--- config.mk ---
export PLATFORM = sky130hd
export DESIGN_NAME = cfg_gate_array
export DESIGN_NICKNAME = d
export VERILOG_FILES = /design/src/rtl/cfg_gate_pkg.sv /design/src/rtl/cfg_gate_lane.sv /design/src/rtl/cfg_gate_array.sv
export SDC_FILE = /design/constraint.sdc
export NUM_CORES = 1
export LEC_CHECK = 0
export BUFFER_PORTS_ARGS = -buffer_cell sky130_fd_sc_hd__buf_2
export CAP_MARGIN = 25
export CORE_MARGIN = 5
export CORE_UTILIZATION = 45
export CTS_BUF_LIST = sky130_fd_sc_hd__clkbuf_16
export DETAILED_ROUTE_END_ITERATION = 10
export HOLD_SLACK_MARGIN = 0.03
export MAX_ROUTING_LAYER = met4
export PLACE_DENSITY = 0.79
export SLEW_MARGIN = 20
export SYNTH_ARGS = -nofsm -noshare
export SYNTH_HDL_FRONTEND = slang
export SYNTH_SLANG_ARGS = --single-unit
--- constraint.sdc ---
create_clock -name clk -period 1.8 [get_ports clk]
set_input_delay 0.09 -clock clk [delete_from_list [all_inputs] [get_ports clk]]
set_output_delay 0.09 -clock clk [all_outputs]
set_load 0.02 [all_outputs]
--- src/rtl/cfg_gate_pkg.sv ---
// Shared opcode definitions for the configurable gate array.
// Lanes evaluate one of eight 2-input functions selected by a 3-bit opcode.
package cfg_gate_pkg;

    localparam int OP_W = 3;

    typedef enum logic [OP_W-1:0] {
        OP_PASS_A = 3'b000,
        OP_NOT_A  = 3'b001,
        OP_AND    = 3'b010,
        OP_OR     = 3'b011,
        OP_XOR    = 3'b100,
        OP_MUX    = 3'b101,
        OP_NAND   = 3'b110,
        OP_NOR    = 3'b111
    } gate_op_e;

    function automatic logic apply_op(input gate_op_e op, input logic a,
                                      input logic b, input logic sel);
        logic r;
        case (op)
            OP_PASS_A: r = a;
            OP_NOT_A:  r = ~a;
            OP_AND:    r = a & b;
            OP_OR:     r = a | b;
            OP_XOR:    r = a ^ b;
            OP_MUX:    r = sel ? a : b;
            OP_NAND:   r = ~(a & b);
            OP_NOR:    r = ~(a | b);
            default:   r = a;
        endcase
        return r;
    endfunction

endpackage

--- src/rtl/cfg_gate_lane.sv ---
// One logic lane: decodes its opcode and registers the result every cycle.
module cfg_gate_lane
    import cfg_gate_pkg::*;
(
    input  logic            clk,
    input  logic            rst_n,
    input  logic [OP_W-1:0] op,
    input  logic            a,
    input  logic            b,
    input  logic            mux_sel,
    output logic            q
);

    always_ff @(posedge clk or negedge rst_n) begin
        if (!rst_n) begin
            q <= 1'b0;
        end else begin
            q <= apply_op(gate_op_e'(op), a, b, mux_sel);
        end
    end

endmodule

--- src/rtl/cfg_gate_array.sv ---
// Serially configured array of gate lanes with a saturating rising-edge counter.
// Define CFG_GATE_SYNC_EN to pass din/mux_sel through 2-flop synchronisers.
module cfg_gate_array
    import cfg_gate_pkg::*;
#(
    parameter  int CHANNELS = 4,
    parameter  int COUNT_W  = 8,
    localparam int SEL_W    = (CHANNELS > 1) ? $clog2(CHANNELS) : 1
) (
    input  logic                     clk,
    input  logic                     rst_n,
    input  logic [2*CHANNELS-1:0]    din,
    input  logic                     mux_sel,
    input  logic                     cfg_shift,
    input  logic                     cfg_bit,
    input  logic                     cfg_commit,
    input  logic [SEL_W-1:0]         cnt_sel,
    input  logic                     cnt_clr,
    output logic [CHANNELS-1:0]      dout,
    output logic [COUNT_W-1:0]       cnt,
    output logic [OP_W*CHANNELS-1:0] cfg_active
);

    localparam int CFG_W = OP_W * CHANNELS;
    localparam logic [COUNT_W-1:0] CNT_MAX = '1;

    logic [CFG_W-1:0]      shadow;
    logic [2*CHANNELS-1:0] lane_din;
    logic                  lane_mux_sel;
    logic [SEL_W-1:0]      sel_q;
    logic                  prev;
    logic                  cur;

    // Commit copies the pre-edge shadow, so a coincident shift never leaks into active.
    always_ff @(posedge clk or negedge rst_n) begin
        if (!rst_n) begin
            shadow     <= '0;
            cfg_active <= '0;
        end else begin
            if (cfg_shift) begin
                shadow <= {shadow[CFG_W-2:0], cfg_bit};
            end
            if (cfg_commit) begin
                cfg_active <= shadow;
            end
        end
    end

`ifdef CFG_GATE_SYNC_EN
    logic [2*CHANNELS-1:0] din_meta;
    logic [2*CHANNELS-1:0] din_sync;
    logic                  mux_meta;
    logic                  mux_sync;

    always_ff @(posedge clk or negedge rst_n) begin
        if (!rst_n) begin
            din_meta <= '0;
            din_sync <= '0;
            mux_meta <= 1'b0;
            mux_sync <= 1'b0;
        end else begin
            din_meta <= din;
            din_sync <= din_meta;
            mux_meta <= mux_sel;
            mux_sync <= mux_meta;
        end
    end

    assign lane_din     = din_sync;
    assign lane_mux_sel = mux_sync;
`else
    assign lane_din     = din;
    assign lane_mux_sel = mux_sel;
`endif

    for (genvar i = 0; i < CHANNELS; i++) begin : g_lane
        cfg_gate_lane u_lane (
            .clk     (clk),
            .rst_n   (rst_n),
            .op      (cfg_active[OP_W*i +: OP_W]),
            .a       (lane_din[2*i]),
            .b       (lane_din[2*i+1]),
            .mux_sel (lane_mux_sel),
            .q       (dout[i])
        );
    end

    // Out-of-range selects (non power-of-two CHANNELS) observe a constant 0.
    always_comb begin
        cur = 1'b0;
        for (int i = 0; i < CHANNELS; i++) begin
            if (cnt_sel == SEL_W'(i)) begin
                cur = dout[i];
            end
        end
    end

    // A lane switch restarts from zero with prev reloaded from the new lane.
    always_ff @(posedge clk or negedge rst_n) begin
        if (!rst_n) begin
            cnt   <= '0;
            prev  <= 1'b0;
            sel_q <= '0;
        end else begin
            sel_q <= cnt_sel;
            prev  <= cur;
            if (cnt_sel != sel_q || cnt_clr) begin
                cnt <= '0;
            end else if (!prev && cur && cnt != CNT_MAX) begin
                cnt <= cnt + COUNT_W'(1);
            end
        end
    end

endmodule

; ---- Word level (Yosys, flattened, before mapping)
; Cells that the tools add are included.
[classes]
add_sub_neg = 1
eq_ne = 33
mux = 14
bitwise_logic = 24
reduce_logical = 10
[ops]
columns = op, count
row1 = 3-bit equality test (second input constant), 16
row2 = 1-bit one-hot mux with 8 select lines, 4
row3 = 3-bit by 2-bit equality test with 1-bit output (second input constant), 8
row4 = 8-bit two-way mux, 2
row5 = 3-bit by 1-bit equality test with 1-bit output (second input constant), 4
row6 = 3-bit logical NOT, 4
row7 = 1-bit NOT, 12
row8 = 8-bit by 1-bit adder with 8-bit output (second input constant), 1
row9 = 1-bit two-way mux, 8
row10 = 8-bit inequality test (second input constant), 1
row11 = 1-bit AND, 4
row12 = 2-bit equality test (second input constant), 2
row13 = 1-bit OR, 4
row14 = 1-bit bitwise XOR, 4
row15 = 2-bit by 1-bit equality test with 1-bit output (second input constant), 1
row16 = 1-bit logical AND, 2
row17 = 2-bit logical NOT, 1
row18 = 2-bit inequality test, 1
row19 = 2-bit nonzero test, 1
row20 = 1-bit logical NOT, 1
row21 = 1-bit logical OR, 1
[word_totals]
register_bits = 39
in_bits = 17
out_inout_bits = 24
wordCells = 91

; ---- Depth between registers and ports, before layout
[logic_depth]
word_depth = 9
ltp_mapped = 6
depth_no_buf = 6

; ---- Hierarchy
; From an unflattened synthesis, not the netlist that was laid out.
[unflattened]
hier_cells = 171
hier_area_um2 = 1948.1
[modules_own_cells]
columns = mod, instances, cells_each, area_each_um2, seq_area_each_um2
row1 = cfg_gate_array, 1, 107, 1447.6, 875.8
row2 = cfg_gate_lane, 4, 16, 125.1, 25.0

; ---- Least setup slack after synthesis
; OpenSTA, ideal clock, no wires.
[synth_path]
path_type = register to register
startpoint = register cnt[0]
endpoint = register cnt[3]
setup_ns = 0.078
t_arrival_ns = 1.492
t_required_ns = 1.722
path_slack_ns = 0.230
stages_incl_launch_ff = 6
n_path_buf = 0
period_less_slack_ns = 1.570
path_cell_list = dfrtp_1 ha_1 nand4_1 o211ai_4 or3_1 a21oi_1
[synth_between]
elab_chain_cells = 3
elab_cells_between_ends = 6
classes_between = 1 x add/sub / 1 x eq/ne / 2 x mux / 2 x reduce/logical
[synth_rtl]
columns = element, line
row1 = "start, declared", cfg_gate_array.sv:20  ; output logic [COUNT_W-1:0] cnt,
row2 = "start signal, assigned", cfg_gate_array.sv:110  ; cnt <= cnt + COUNT_W'(1);
row3 = 8-bit by 1-bit adder with 8-bit output / 8-bit inequality test (equally long branches), "cfg_gate_array.sv:110, cfg_gate_array.sv:109"
row4 = 8-bit two-way mux / 1-bit logical AND (equally long branches), cfg_gate_array.sv:109  ; end else if (!prev && cur && cnt != CNT_MAX) begin
row5 = 8-bit two-way mux / 2-bit nonzero test (equally long branches), --
; Parallel ways exist; a longest one is shown, timed or not. The select of a mux whose other input is x is not followed.
; A chain may end at the register's enable or synchronous reset.

; ---- Worst setup path after layout
[layout_path]
startpoint = register cnt[0]
endpoint = register cnt[7]
; The elaborated chain is that of the path after synthesis.

==> flow_metrics.env <==
export IMPL_avgSynthCellArea_sq_um=10.9
export IMPL_hold_class="in -> reg"
export IMPL_end_kind="flip-flop"
export IMPL_crit_reg2reg_launch="cnt[0]"
export IMPL_worst_path_max_fanout=5
export IMPL_vias=1427
export IMPL_setup_violations=0
export IMPL_synth_top_cell_by_area="dfrtp_1"
export IMPL_clk_path_buf_depth=2
export IMPL_grt_start_max_net_pins=28
export IMPL_netlist_area_sq_um=1950
export IMPL_nNetsFinal=249
export IMPL_place_gp_congestion=0.922
export IMPL_insertion_delay_ps=280
export IMPL_dieArea_sq_um=5760
export IMPL_tns_ps=0
export IMPL_io_buffers=40
export IMPL_ys_seq_area_share_pct=49.9
export IMPL_finalHoldViolCount=0
export IMPL_cp_data_arrival_time_ps=1810
export IMPL_drive_gt1_share_pct=32.6
export IMPL_cts_resized=0
export IMPL_areaGrowthSynthToFinish_pct=21.8
export IMPL_synth_fp_nets=206
export IMPL_placed_cell_area_sq_um=2190
export IMPL_grt_pass1_wl_mm=6.71
export IMPL_wl_per_cell_um=13.9
export IMPL_crit_required_ps=2000
export IMPL_rsz0062_at_grt="no"
export IMPL_max_freq_mhz=621
export IMPL_yosys_top_cells_area="dfrtp_1, mux2_2, ha_1"
export IMPL_rows=24
export IMPL_crit_type="reg -> reg"
export IMPL_dp_slack_ps=199
export IMPL_slew_headroom_pct=61.1
export IMPL_period_minus_slack_ps=1610
export IMPL_slowest_delay_ps=430
export IMPL_cts_tree="done"
export IMPL_via_per_inst=5.17
export IMPL_worstMarginPinSlew_ps=583
export IMPL_min_delay_start="cfg_bit"
export IMPL_hpwl_mm=2.87
export IMPL_final_antenna_net_count=0
export IMPL_worst_slack_ps=190
export IMPL_critPathTopFamily="simple AND/OR/NAND/NOR gates"
export IMPL_cp_num_buf_inv=0
export IMPL_die_height_um=75.9
export IMPL_io_pins=41
export IMPL_maxCapViolCount=0
export IMPL_crit_chain="ha_1 > nand4_1 > nand4_1 > or3_1 > a21oi_1"
export IMPL_antenna_cells=0
export IMPL_holdWs_ps=43.6
export IMPL_first_global_vias=1412
export IMPL_die_w_um=75.9
export IMPL_worstSetupStartpointType="flip-flop"
export IMPL_layout_commonest_cell="buf_2"
export IMPL_ys_types=28
export IMPL_htree_levels=2
export IMPL_routed_wl_mm=3.85
export IMPL_post_cts_buffers=0
export IMPL_antenna_found_initial=0
export IMPL_final_cell_mix="buf_2, dfrtp_1, mux2_2, inv_1, o21ai_0"
export IMPL_grt_overflow_total=0
export IMPL_globalRouteTotalUtil_pct=14.7
export IMPL_cts_made_buffers=5
export IMPL_syn_instance_count=180
export IMPL_p_total_mw=3.21
export IMPL_ir_drop_uv=667
export IMPL_core_sq_um=4290
export IMPL_ys_warn_count=0
export IMPL_period_share_pct=89.5
export IMPL_drtIter0Drc=42
export IMPL_clock_skew_ps=5.49
export IMPL_startpoint="cnt[0]"
export IMPL_drv_slew=0
export IMPL_root_buffer="clkbuf_16"
export IMPL_synth_top_cell_area_share_pct=49.9
export IMPL_clock_sinks=39
export IMPL_synth_seq_cells=39
export IMPL_status="finished, final reports clean"
export IMPL_fillers=373
export IMPL_drc=0
export IMPL_crit_slowest_cell="dfrtp_1"
export IMPL_power_density_nw_per_um2=1350
export IMPL_drtPass1Iterations=4
export IMPL_design_area_sq_um=2380
export IMPL_leakage_nw=1.17
export IMPL_cpMostUsedCell="nand4_1"
export IMPL_start_util_pct=45.5
export IMPL_clk_pin_slew_ps=60
-- final cells by class --
cell class	instances	area (sq um)	share of cell area, %
clock buffers	5	125	5.26
clock inverters	3	38.8	1.63
inverters	17	63.8	2.68
multi-input cells	115	866	36.4
flip-flops and latches	39	976	41.0
well taps	52	65.1	2.73
repair buffers	45	245	10.3
-- registers in the layout (all words and copies together) (netlist names) --
name,flops
cfg_active,12
sel_q,2
g_lane.u_lane.q,4
prev,1
cnt,8
shadow,12
-- worst paths after layout --
kind,endpoint,slack (ps),cells past startpoint
hold / removal,shadow[0],40,2
min in group asynchronous,cnt[7],340,2
max in group asynchronous,cfg_active[7],920,3
setup reg to reg,cnt[7],190,5
hold reg to reg,cfg_active[8],510,2
setup / recovery,cnt[7],190,5
-- cell usage after synthesis --
| cell type | number |
|---|---|
| clkbuf_1 | 3 |
| nand2b_1 | 1 |
| o211ai_4 | 1 |
| ha_1 | 9 |
| inv_1 | 17 |
| and3b_1 | 2 |
| xor2_1 | 8 |
| nand3b_1 | 1 |
| mux2_2 | 18 |
| dfrtp_1 | 39 |
| buf_4 | 4 |
| o31a_1 | 3 |
| o21ai_0 | 15 |
| a211oi_1 | 3 |
| or3b_2 | 1 |
| a31oi_1 | 2 |
| mux4_2 | 1 |
| or3_1 | 5 |
| and3_1 | 1 |
| nand2_1 | 13 |
| nand4_1 | 3 |
| a21oi_1 | 7 |
| or2_2 | 3 |
| nor2_1 | 10 |
| buf_1 | 2 |
| mux2i_1 | 4 |
| xnor2_1 | 1 |
| nand3_1 | 3 |
-- per-layer routing --
layer | share of wire [%] | track usage, % | vias to the layer above
met2 | 48 | 22.3 | 41
met1 | 44 | 18.2 | 683
li1 | - | - | 695
met5 | 0 | - | -
met3 | 6.6 | 5.57 | 8
met4 | 1.6 | 4.63 | 0
-- power breakdown --
part / total (mW) / internal (mW) / leakage (nW) / switching [mW]
clock: 0.981 / 0.646 / 0.0812 / 0.336
sequential: 1.32 / 1.12 / 0.480 / 0.201
combinational: 0.908 / 0.413 / 0.611 / 0.495
-- metrics by stage --
stage | instances | util, %
floorplan | 180 | -
global placement | 265 | 50.9
detailed placement | 265 | 50.9
CTS | 276 | 55.4
global route | 276 | 55.4
finish | 276 | 55.4
-- what timing repair did --
| item | in CTS | in global routing |
|---|---|---|
| endpoints found under the hold margin | 27 | 0 |
| hold buffers | 3 | 0 |
| endpoints found under the setup margin | 0 | 0 |
-- logic make-up after synthesis --
family                   count (synthesis)  synth area share (%)
AND/OR/NAND/NOR                         43                  11.1
flip-flops                              39                  49.9
AO/OA/AOI/OAI                           31                  9.86
buffers and inverters                   26                  5.76
multiplexers                            23                  13.6
XOR/XNOR                                 9                  4.03
adder cells (fa/ha/maj)                  9                  5.76
No activity file was read; power rests on OpenSTA's default activity.
